**src/rtl/bcd_pkg.sv**
```systemverilog
// Shared types and constants for the serial BCD adder.
// Digit width, largest legal BCD digit and FSM state encoding.
package bcd_pkg;

    localparam int DIGIT_W = 4;

    localparam logic [DIGIT_W-1:0] BCD_MAX = 4'd9;

    typedef enum logic [1:0] {
        IDLE = 2'd0,
        RUN  = 2'd1,
        DONE = 2'd2
    } state_t;

endpackage

```
**src/rtl/bcd_digit_step.sv**
```systemverilog
// Combinational single-digit BCD add/subtract step.
// Subtraction uses the nine's complement of b plus an inverted borrow.
module bcd_digit_step
    import bcd_pkg::*;
(
    input  logic [DIGIT_W-1:0] a_d,
    input  logic [DIGIT_W-1:0] b_d,
    input  logic               sub,
    input  logic               c_in,
    output logic [DIGIT_W-1:0] digit,
    output logic               c_out
);

    logic [DIGIT_W-1:0] b_eff;
    logic [DIGIT_W:0]   t;

    // Binary digit sum, then decimal correction when it passes nine.
    always_comb begin
        b_eff = sub ? (BCD_MAX - b_d) : b_d;
        t = {1'b0, a_d}
          + {1'b0, b_eff}
          + {{DIGIT_W{1'b0}}, c_in};
        if (t > {1'b0, BCD_MAX}) begin
            digit = t[DIGIT_W-1:0] + DIGIT_W'(6);
            c_out = 1'b1;
        end else begin
            digit = t[DIGIT_W-1:0];
            c_out = 1'b0;
        end
    end

endmodule

```
**src/rtl/bcd_serial_adder.sv**
```systemverilog
// Digit-serial BCD adder/subtractor, one digit per clock, LSD first.
// Operands and result live in shift registers; one digit step is shared.
module bcd_serial_adder
    import bcd_pkg::*;
#(
    parameter int DIGITS = 4
) (
    input  logic                      clk,
    input  logic                      rst_n,
    input  logic                      start,
    input  logic                      sub,
    input  logic [DIGITS*DIGIT_W-1:0] a,
    input  logic [DIGITS*DIGIT_W-1:0] b,
    input  logic                      cin,
    output logic                      ready,
    output logic                      done,
    output logic [DIGITS*DIGIT_W-1:0] sum,
    output logic                      cout,
    output logic                      err
);

    localparam int W     = DIGITS * DIGIT_W;
    localparam int IDX_W = (DIGITS > 1) ? $clog2(DIGITS) : 1;

    localparam logic [IDX_W-1:0] LAST = IDX_W'(DIGITS - 1);

    state_t state;
    state_t state_nx;

    logic [W-1:0]     a_q;
    logic [W-1:0]     b_q;
    logic [W-1:0]     sum_q;
    logic [IDX_W-1:0] idx_q;
    logic             c_q;
    logic             sub_q;
    logic             cout_q;
    logic             err_q;

    logic               bad;
    logic               last;
    logic [DIGIT_W-1:0] step_digit;
    logic               step_c;
    logic [W+DIGIT_W-1:0] sum_cat;

    // Low digit of each operand shift register feeds the shared step.
    bcd_digit_step u_step (
        .a_d   (a_q[DIGIT_W-1:0]),
        .b_d   (b_q[DIGIT_W-1:0]),
        .sub   (sub_q),
        .c_in  (c_q),
        .digit (step_digit),
        .c_out (step_c)
    );

    // Flag any non-BCD digit on the incoming operands.
    always_comb begin
        bad = 1'b0;
        for (int i = 0; i < DIGITS; i++) begin
            if (a[i*DIGIT_W +: DIGIT_W] > BCD_MAX)
                bad = 1'b1;
            if (b[i*DIGIT_W +: DIGIT_W] > BCD_MAX)
                bad = 1'b1;
        end
    end

    assign last    = (idx_q == LAST);
    assign sum_cat = {step_digit, sum_q};

    // State register.
    always_ff @(posedge clk or negedge rst_n) begin
        if (!rst_n)
            state <= IDLE;
        else
            state <= state_nx;
    end

    // Next-state logic: bad operands skip straight to DONE.
    always_comb begin
        state_nx = state;
        unique case (state)
            IDLE: begin
                if (start)
                    state_nx = bad ? DONE : RUN;
            end
            RUN: begin
                if (last)
                    state_nx = DONE;
            end
            DONE:    state_nx = IDLE;
            default: state_nx = IDLE;
        endcase
    end

    // Datapath: capture on accept, shift one digit per RUN cycle.
    always_ff @(posedge clk or negedge rst_n) begin
        if (!rst_n) begin
            a_q    <= '0;
            b_q    <= '0;
            sum_q  <= '0;
            idx_q  <= '0;
            c_q    <= 1'b0;
            sub_q  <= 1'b0;
            cout_q <= 1'b0;
            err_q  <= 1'b0;
        end else begin
            unique case (state)
                IDLE: begin
                    if (start) begin
                        a_q    <= a;
                        b_q    <= b;
                        sub_q  <= sub;
                        c_q    <= sub ? ~cin : cin;
                        idx_q  <= '0;
                        sum_q  <= '0;
                        cout_q <= 1'b0;
                        err_q  <= bad;
                    end
                end
                RUN: begin
                    a_q   <= a_q >> DIGIT_W;
                    b_q   <= b_q >> DIGIT_W;
                    sum_q <= sum_cat[W+DIGIT_W-1:DIGIT_W];
                    c_q   <= step_c;
                    idx_q <= idx_q + 1'b1;
                    if (last)
                        cout_q <= step_c;
                end
                default: begin
                end
            endcase
        end
    end

    assign ready = (state == IDLE);
    assign done  = (state == DONE);
    assign sum   = sum_q;
    assign cout  = cout_q;
    assign err   = err_q;

endmodule

```
**config.mk**
```make
export PLATFORM = sky130hd
export DESIGN_NAME = bcd_serial_adder
export DESIGN_NICKNAME = d
export VERILOG_FILES = /design/src/rtl/bcd_pkg.sv /design/src/rtl/bcd_digit_step.sv /design/src/rtl/bcd_serial_adder.sv
export SDC_FILE = /design/constraint.sdc
export NUM_CORES = 1
export LEC_CHECK = 0
export CORE_UTILIZATION = 50
export DETAILED_ROUTE_END_ITERATION = 6
export MAX_ROUTING_LAYER = met4
export PLACE_DENSITY = 0.9
export SLEW_MARGIN = 20
export SYNTH_ARGS = -nofsm -noshare
export SYNTH_HDL_FRONTEND = slang
export SYNTH_SLANG_ARGS = --single-unit
```
**constraint.sdc**
```tcl
create_clock -name clk -period 3.1 [get_ports clk]
set_input_delay 0.31 -clock clk [delete_from_list [all_inputs] [get_ports clk]]
set_output_delay 0.31 -clock clk [all_outputs]
set_load 0.01 [all_outputs]
```
==> results of run 1 <==
cell families (layout without fill, tap and decap cells):
group	Yosys count	count (layout)	synth area share (%)
AOI/OAI and AO/OA	75	75	19.1
DFF	56	56	52.7
muxes	25	25	9.45
buffers and inverters	21	75	3.57
xor gates and xnor gates	4	4	1.32
adders and majority gates	8	8	4.33
and+or+nand+nor	57	57	9.59
metal layers:
metal / wire [µm] / GRT usage, % / vias up
li1: - / - / 991
met1: 2620 / 31.3 / 1029
met2: 3060 / 41.3 / 66
met5: 0 / - / -
met4: 107 / 7.34 / 0
met3: 236 / 4.42 / 13
sequential cells by signal (all words and copies together) (netlist names):
register	count
a_q	16
b_q	16
sum	16
idx_q	2
state	2
c_q	1
cout	1
err	1
sub_q	1
cell usage in the layout, fill, tap and decap left out, drive strengths merged, types with 2 or more instances in the layout:
cell type      Yosys  layout
dfrtp             56      56
clkdlybuf4s50      0      55
o21ai             37      37
nand2             32      32
mux2i             24      24
a22o              21      21
nor2               8       8
buf                8       7
inv                6       6
ha                 6       6
clkbuf             7       6
a22oi              4       4
xnor2              3       3
nand2b             3       3
nand4              3       3
nand3              3       3
a21o               3       3
a21oi              2       2
a31oi              2       2
fa                 2       2
nor2b              2       2
a311o              2       2
per-stage QoR:
step                      util [%]  total power, mW  instances  worst slack (ns)
after floorplan                  -             1.37        246             0.717
final                         65.8             1.93        370             0.474
after detailed placement      64.3             1.56        363             0.530
after global placement        64.3             1.52        363             0.658
after CTS                     65.8             1.93        370             0.504
after global routing          65.8             2.07        370             0.221
layout make-up:
| class | count | area (µm²) | share of cell area (%) |
|---|---|---|---|
| sequential | 56 | 1400 | 41.7 |
| clock inverter | 1 | 5.00 | 0.149 |
| tap | 70 | 87.6 | 2.61 |
| timing repair buffer | 62 | 601 | 17.9 |
| clock buffer | 6 | 72.6 | 2.16 |
| multi-input combinational | 169 | 1170 | 34.9 |
| inverter | 6 | 22.5 | 0.670 |
how the worst max path moves through the flow:
stage,slack (ns),depth (start not counted),end,start
2_1_floorplan,0.72,10,sum[15]$_DFFE_PN0P_,b_q[1]$_DFFE_PN0P_
3_3_place_gp,0.66,9,sum[15]$_DFFE_PN0P_,b_q[1]$_DFFE_PN0P_
5_1_grt,0.22,9,c_q$_DFFE_PN0P_,sub_q$_DFFE_PN0P_
6_report,0.47,9,c_q$_DFFE_PN0P_,sub_q$_DFFE_PN0P_
4_1_cts,0.50,9,c_q$_DFFE_PN0P_,sub_q$_DFFE_PN0P_
3_5_place_dp,0.53,9,c_q$_DFFE_PN0P_,sub_q$_DFFE_PN0P_
power breakdown:
part	switching, mW	internal [mW]	total [mW]
Clock	0.219	0.154	0.374
Combinational	0.351	0.288	0.640
Sequential	0.0782	0.838	0.916
worst max-delay path, delay by kind of cell (launching register included):
kind	cells	cell delay, ns
fa+ha+maj	3	0.88
flops	1	0.43
xor+xnor	2	0.40
buf+inv	1	0.06
compound gates	3	0.76
==> results.sh, run 1 <==
export IMPL_syn2layout_area_growth_pct=26.3
export IMPL_core_area_um2=5110
export IMPL_antenna_found_initial=0
export IMPL_vdd_drop_max_v=0.000346
export IMPL_slew_viol_final=0
export IMPL_reg2reg_to="c_q$_DFFE_PN0P_"
export IMPL_synth_main_ff_cell="dfrtp_1"
export IMPL_reg2reg_depth=9
export IMPL_cts_resized=0
export IMPL_clk_pin_slew_worst_paths_ns=0.09
export IMPL_h_tree_depth=2
export IMPL_cap_violations=0
export IMPL_numCtsBuffers=5
export IMPL_crit_fanout=5
export IMPL_yosysMostFrequentCell="dfrtp_1"
export IMPL_worstSetupEndpointType="flop"
export IMPL_leakagePower_nw=1.51
export IMPL_final_cell_area_um2=3360
export IMPL_portBuffers=56
export IMPL_yosys_area_top_type_share_pct=52.7
export IMPL_arrival_ns=2.85
export IMPL_ys_seq_elements=56
export IMPL_criticalPathCategory="flop to flop"
export IMPL_reg2reg_slack_ns=0.47
export IMPL_synth_fp_nets=291
export IMPL_worst_path_largest_cell_delay_ns=0.43
export IMPL_netlist_area_um2=2660
export IMPL_gp_congestion=0.906
export IMPL_synth_cell_types=37
export IMPL_start_util_pct=52.1
export IMPL_max_slew_margin_pct=46.1
export IMPL_syn_instance_count=246
export IMPL_ys_async_sr_fraction_pct=100
export IMPL_die_area_um2=5620
export IMPL_hold_violations=0
export IMPL_dr_pass1_iters=4
export IMPL_synth_area_leaders="dfrtp_1, mux2i_1, a22o_1, o21ai_0, nand2_1"
export IMPL_fin_setup_tns_ns=0
export IMPL_grt_pass1_wl_mm=9.94
export IMPL_fillers=416
export IMPL_viasPerCell=5.67
export IMPL_path_cells="xnor2_1, fa_1, inv_1, fa_1, xnor2_1, ha_1, a22oi_1, a31oi_1, o21ai_0"
export IMPL_hold_class="input port to asynchronous set/reset pin"
export IMPL_ys_warn_count=0
export IMPL_root_buffer="clkbuf_8"
export IMPL_netlist_top_cells_count="dfrtp_1, o21ai_0, nand2_1"
export IMPL_syn_avg_cell_area_um2=10.8
export IMPL_wl_per_cell_um=16.3
export IMPL_grt_pass1_vias=2109
export IMPL_yosysTopAreaCell="dfrtp_1"
export IMPL_dieHeight_um=75.0
export IMPL_postPlaceCellArea_um2=3280
export IMPL_finClkSkew_ns=0.00518
export IMPL_clockBufferDepth=2
export IMPL_setup_viol_count_final=0
export IMPL_fin_crit_sh_pct=84.7
export IMPL_clock_latency_ns=0.31
export IMPL_grt_overflow_total=0
export IMPL_drc=0
export IMPL_antenna_left=0
export IMPL_initialDrtViolationCount=121
export IMPL_io_pins=57
export IMPL_grt_usage_pct=24.9
export IMPL_powerDensity_nw_per_um2=574
export IMPL_antenna_cells=0
export IMPL_crit_required_ns=3.32
export IMPL_dp_hpwl_mm=4.42
export IMPL_status="completed"
export IMPL_ctsHoldBuffers=0
export IMPL_grt_max_degree=37
export IMPL_worst_setup_path_start_kind="flop"
export IMPL_cts_sinks=56
export IMPL_cts_tree="built"
export IMPL_dr_total_vias=2099
export IMPL_synth_edf_count=0
export IMPL_drt_wl_total_mm=6.03
export IMPL_drive_gt1_share_pct=6.33
export IMPL_clock_fmax_mhz=381
export IMPL_die_width_um=75.0
export IMPL_postCtsSetupRepairBufs=0
export IMPL_slowest_stage="dfrtp_1"
export IMPL_ys_seq_area_share_pct=52.7
export IMPL_whs_ns=0.0891
export IMPL_worstMarginPinSlew_ns=0.809
export IMPL_fin_nets=345
export IMPL_row_count=26
export IMPL_reg2reg_from="sub_q$_DFFE_PN0P_"
export IMPL_rsz0062_at_grt="false"
export IMPL_min_period_ns=2.63
No activity file was read; power rests on OpenSTA's default activity.
==> run 2, diff against run 1 <==
clock period = 2.6 ns   (was 3.1 ns; I/O delays follow)
==> run 2 against run 1 <==
Compared with the run above:
- final cell count up 0.54%
- maximum frequency is 4.0% higher
- clock skew grew 0.0045 ns
- via count rose by 1.5%
- register-to-register slack got worse by 0.40 ns
- design area increased by 1.3%
==> results.sh, run 2 (synthesis gave the netlist of run 1 again) <==
export IMPL_syn2layout_area_growth_pct=27.9
export IMPL_setup_viol_count_final=0
export IMPL_max_slew_margin_pct=37.5
export IMPL_pre_cts_ws_ns=0.0531
export IMPL_grt_usage_pct=25.1
export IMPL_vdd_drop_max_v=0.000413
export IMPL_cap_violations=0
export IMPL_intPower_mw=1.60
export IMPL_viasPerCell=5.73
export IMPL_ctsHoldBuffers=0
export IMPL_whs_ns=0.0771
export IMPL_reg2reg_from="sub_q$_DFFE_PN0P_"
export IMPL_die_width_um=75.0
export IMPL_crit_required_ns=2.84
export IMPL_layout_setup_ws_ns=0.0746
export IMPL_fin_nets=347
export IMPL_criticalPathCategory="flop to flop"
export IMPL_h_tree_depth=2
export IMPL_dr_pass1_iters=4
export IMPL_mostFrequentLayoutCell="dfrtp_1"
export IMPL_drt_wl_total_mm=6.11
export IMPL_grt_max_degree=52
export IMPL_clock_fmax_mhz=396
export IMPL_root_buffer="clkbuf_8"
export IMPL_antenna_cells=0
export IMPL_clk_pin_slew_worst_paths_ns=0.10
export IMPL_crit_fanout=5
export IMPL_final_cell_mix="dfrtp_1, clkdlybuf4s50_1, o21ai_0"
export IMPL_worstSetupEndpointType="flop"
export IMPL_initialDrtViolationCount=155
export IMPL_dr_total_vias=2131
export IMPL_core_area_um2=5110
export IMPL_grt_pass1_wl_mm=10.1
export IMPL_min_period_ns=2.53
export IMPL_power_frac_comb_pct=36.7
export IMPL_gp_congestion=0.909
export IMPL_reg2reg_depth=9
export IMPL_finClkSkew_ns=0.00971
export IMPL_switching_share_pct=34.6
export IMPL_multi_input_area_um2=1200
export IMPL_drive_gt1_share_pct=8.61
export IMPL_antenna_found_initial=0
export IMPL_row_count=26
export IMPL_worstMarginPinSlew_ns=0.938
export IMPL_antenna_left=0
export IMPL_die_area_um2=5620
export IMPL_portBuffers=56
export IMPL_worst_setup_path_start_kind="flop"
export IMPL_clock_latency_ns=0.31
export IMPL_reg2reg_to="sum[14]$_DFFE_PN0P_"
export IMPL_hold_class="input port to asynchronous set/reset pin"
export IMPL_wl_per_cell_um=16.4
export IMPL_dieHeight_um=75.0
export IMPL_cts_sinks=56
export IMPL_reg2reg_slack_ns=0.07
export IMPL_fin_crit_sh_pct=97.1
export IMPL_clockBufferDepth=2
export IMPL_cts_tree="built"
export IMPL_io_pins=57
export IMPL_fillers=389
export IMPL_grt_pass1_vias=2094
export IMPL_utilization_pct=66.7
export IMPL_dp_hpwl_mm=4.42
export IMPL_grt_overflow_total=0
export IMPL_arrival_ns=2.77
export IMPL_start_util_pct=52.1
export IMPL_power_share_clock_pct=18.7
export IMPL_numCtsBuffers=5
export IMPL_seqPwrFrac_pct=44.6
export IMPL_switchingPower_mw=0.845
export IMPL_seq_area_um2=1400
export IMPL_powerDensity_nw_per_um2=718
export IMPL_hold_violations=0
export IMPL_status="completed"
export IMPL_slew_viol_final=0
export IMPL_drc=0
export IMPL_leakagePower_nw=1.53
run 2: layout make-up:
type | count | area share (%)
sequential | 56 | 41.2
multi-input combinational | 169 | 35.1
timing repair buffer | 64 | 18.1
tap | 70 | 2.57
clock buffer | 5 | 2.02
inverter | 6 | 0.662
clock inverter | 2 | 0.368
run 2: repair_timing:
item                                    4_1_cts  5_1_grt
buffers inserted                              0        3
endpoints found under the hold margin         0        0
endpoints found under the setup margin        0        5
resized for setup                             0        4
run 2: worst max-delay path by stage:
stage	start	end	slack, ns	depth (start not counted)
after detailed placement	sub_q$_DFFE_PN0P_	sum[13]$_DFFE_PN0P_	0.05	9
after global placement	b_q[1]$_DFFE_PN0P_	sum[15]$_DFFE_PN0P_	0.16	9
after floorplan	b_q[1]$_DFFE_PN0P_	sum[15]$_DFFE_PN0P_	0.22	10
final	sub_q$_DFFE_PN0P_	sum[14]$_DFFE_PN0P_	0.07	9
after CTS	sub_q$_DFFE_PN0P_	sum[13]$_DFFE_PN0P_	0.001	9
after global routing	sub_q$_DFFE_PN0P_	sum[13]$_DFFE_PN0P_	-0.02	9
run 2: routing by layer:
metal / global-route usage (%) / share of wire (%)
met1: 31.7 / 42
met2: 40.8 / 50
met3: 4.15 / 5.1
met4: 8.81 / 2.4
met5: - / 0
run 2: critical path: stages (launching register included):
cell and delay [ns]:
dfrtp_1 0.43, xnor2_1 0.16, fa_1 0.39, inv_1 0.08, fa_1 0.48, inv_1 0.10
ha_1 0.21, a22oi_2 0.14, a311o_1 0.39, nand3_1 0.09
run 2: power groups by stage:
stage	registers [mW]	clock network [mW]	logic [mW]
3_5_place_dp	1.11	0	0.759
4_1_cts	1.09	0.461	0.773
6_report	1.09	0.457	0.896
3_3_place_gp	1.10	0	0.707
2_1_floorplan	1.08	0	0.546
5_1_grt	1.11	0.498	0.975
run 2: per-stage QoR:
step / setup TNS, ns / total power, mW / instance area [µm²] / std cells
final: 0 / 2.44 / 3400 / 372
after CTS: 0 / 2.33 / 3360 / 369
after global routing: -0.0375 / 2.58 / 3400 / 372
after floorplan: 0 / 1.63 / 2660 / 246
after global placement: 0 / 1.81 / 3280 / 362
after detailed placement: 0 / 1.87 / 3280 / 362
==> RTL edit, RTL diff (config.mk and constraints of run 1) <==
Change the parameter `DIGITS` from 4 to 8.
--- a/src/rtl/bcd_serial_adder.sv
+++ b/src/rtl/bcd_serial_adder.sv
@@ -3,7 +3,7 @@
 module bcd_serial_adder
     import bcd_pkg::*;
 #(
-    parameter int DIGITS = 4
+    parameter int DIGITS = 8
 ) (
     input  logic                      clk,
     input  logic                      rst_n,
Ports: changed (resized a, b and sum); port bits go from 57 to 105. No check against the original RTL was run, so the function may have changed too.
==> RTL edit against run 1 <==
The flow now finishes with violations (negative hold slack). Clock skew grew 4.8 ps. Non-clock buffer count increased by 50. Global-route usage fell by 1.4 points. Worst setup slack got worse by 350 ps. Total power rose by 71%. Critical path depth rose by 1. Utilization increased by 1.5 points. Sequential cell count up 49. Design area increased by 87%. Count of clock-buffer cells in the layout is 3 higher. Die area up 80%. Synthesized area is 83% higher. Routed wire length grew 80%. Sequential share of layout area rose by 0.15 points. Critical path type unchanged.
==> RTL edit: results (changes against run 1) <==
* Global-route wire length before repair at 17.8 mm (+79%)
* GRT Overall Usage at 0.235 (-0.0138)
* Wirelength, routed at 10.8 mm (+80%)
* Leak at 2.63 nW (+74%)
* Status: finished, violations left
* Syn_nets at 513 (+76%)
* Final GP Congestion at 0.834 (-7.9%)
* Clk_lat worst skew at 370 ps (+60 ps)
* Largest net degree at the start of global routing at 122 (+230%)
* Hold Violations, Final at 50 (+50)
* Endpoint arrival time on the critical path at 3250 ps (+400 ps)
* CTS buffer count at 9 (+4)
* Hold_ws at -30.7 ps (-120 ps)
* Post-synthesis sequential area ratio at 0.541 (+0.0144)
* Final Skew at 10.0 ps (+4.84 ps)
* Violations in the final reports: negative hold slack
* Commonest cells post-synth: dfrtp_1, nand2_1, mux2i_1
* Main area contributors after synthesis: dfrtp_1, mux2i_1, a22o_1
* Initial DRC Count at 124 (+2.5%)
* Peak per-stage delay on the critical path at 490 ps (+60 ps)
* Fraction of layout cells with a size suffix above 1 at 0.0675 (+0.00421)
* Yosys cell types at 44 (+19%)
* Crit-path slowest cell: fa_1
* Maximum vdd drop at 0.241 mV (-31%)
* Vias in the first global route at 3631 (+72%)
* FILL cells at 715 (+72%)
-- RTL edit: cell count changes after synthesis, moves of 3 or more --
cell / delta
a22o_1: +18
clkbuf_1: +5
mux2i_1: +33
nor2b_1: +4
dfrtp_1: +49
o21ai_1: +39
nand2_1: +33
buf_2: +6
nand3_1: -3
nor2_1: -4
-- RTL edit: final cells by class --
cell class	count	area share
inverters	6	0.00359
flip-flops and latches	105	0.418
clock buffers	9	0.0197
well taps	129	0.0257
repair buffers	112	0.181
clock inverters	7	0.0197
multi-input cells	294	0.331
-- RTL edit: kinds of logic (layout without fill, tap and decap cells) --
group                      count (synthesis)  after routing  share of synthesized area
AOI/OAI and AO/OA                        131            131                      0.181
xor gates and xnor gates                   5              5                     0.0106
adders and majority gates                 10             10                     0.0289
buffers and inverters                     35            134                     0.0358
DFF                                      105            105                      0.541
muxes                                     58             58                      0.120
and+or+nand+nor                           90             90                     0.0829
-- RTL edit: worst paths after layout --
kind	from	endpoint	slack, ps	cells past startpoint
worst max-delay path	sub_q	sum[30]	120	10
worst min-delay path	rst_n	sum[24]	-30	1
worst max register to register	sub_q	sum[30]	120	10
worst min register to register	a_q[27]	a_q[27]	490	2
max in group asynchronous	rst_n	a_q[23]	2440	2
min in group clk	a_q[27]	a_q[27]	490	2
-- RTL edit: layer usage --
layer	vias up	global-route usage	part of all wire	wire length, µm
met5	-	-	0	0
met4	0	0.0669	0.014	147
met3	17	0.0368	0.034	370
met2	98	0.406	0.52	5690
met1	1754	0.287	0.43	4640
li1	1745	-	-	-
-- RTL edit: repair_timing --
action,in CTS,in global routing
setup endpoints to repair,0,2
hold buffers,0,0
resized for setup,0,1
-- RTL edit: through the flow --
| step | worst slack (ps) | cells | utilization | power [mW] |
|---|---|---|---|---|
| 2_1_floorplan | 379 | 434 | - | 2.02 |
| 3_3_place_gp | 294 | 646 | 0.645 | 2.21 |
| 3_5_place_dp | 116 | 646 | 0.645 | 2.28 |
| 4_1_cts | 58.9 | 662 | 0.672 | 3.30 |
| 5_1_grt | 0.0722 | 662 | 0.673 | 3.46 |
| 6_report | 119 | 662 | 0.673 | 3.30 |
-- RTL edit: worst max-delay path: cells and delay by family, from the launching register on --
family          cells  cell delay [ps]
flops               1              450
fa+ha+maj           3             1110
mux                 1              230
compound gates      2              530
xor+xnor            2              420
simple gates        2              140
-- RTL edit: power by group --
group	switching, mW	leakage (nW)	internal [mW]
clock network	0.488	0.126	0.547
registers	0.0775	1.35	1.49
logic	0.366	1.15	0.333
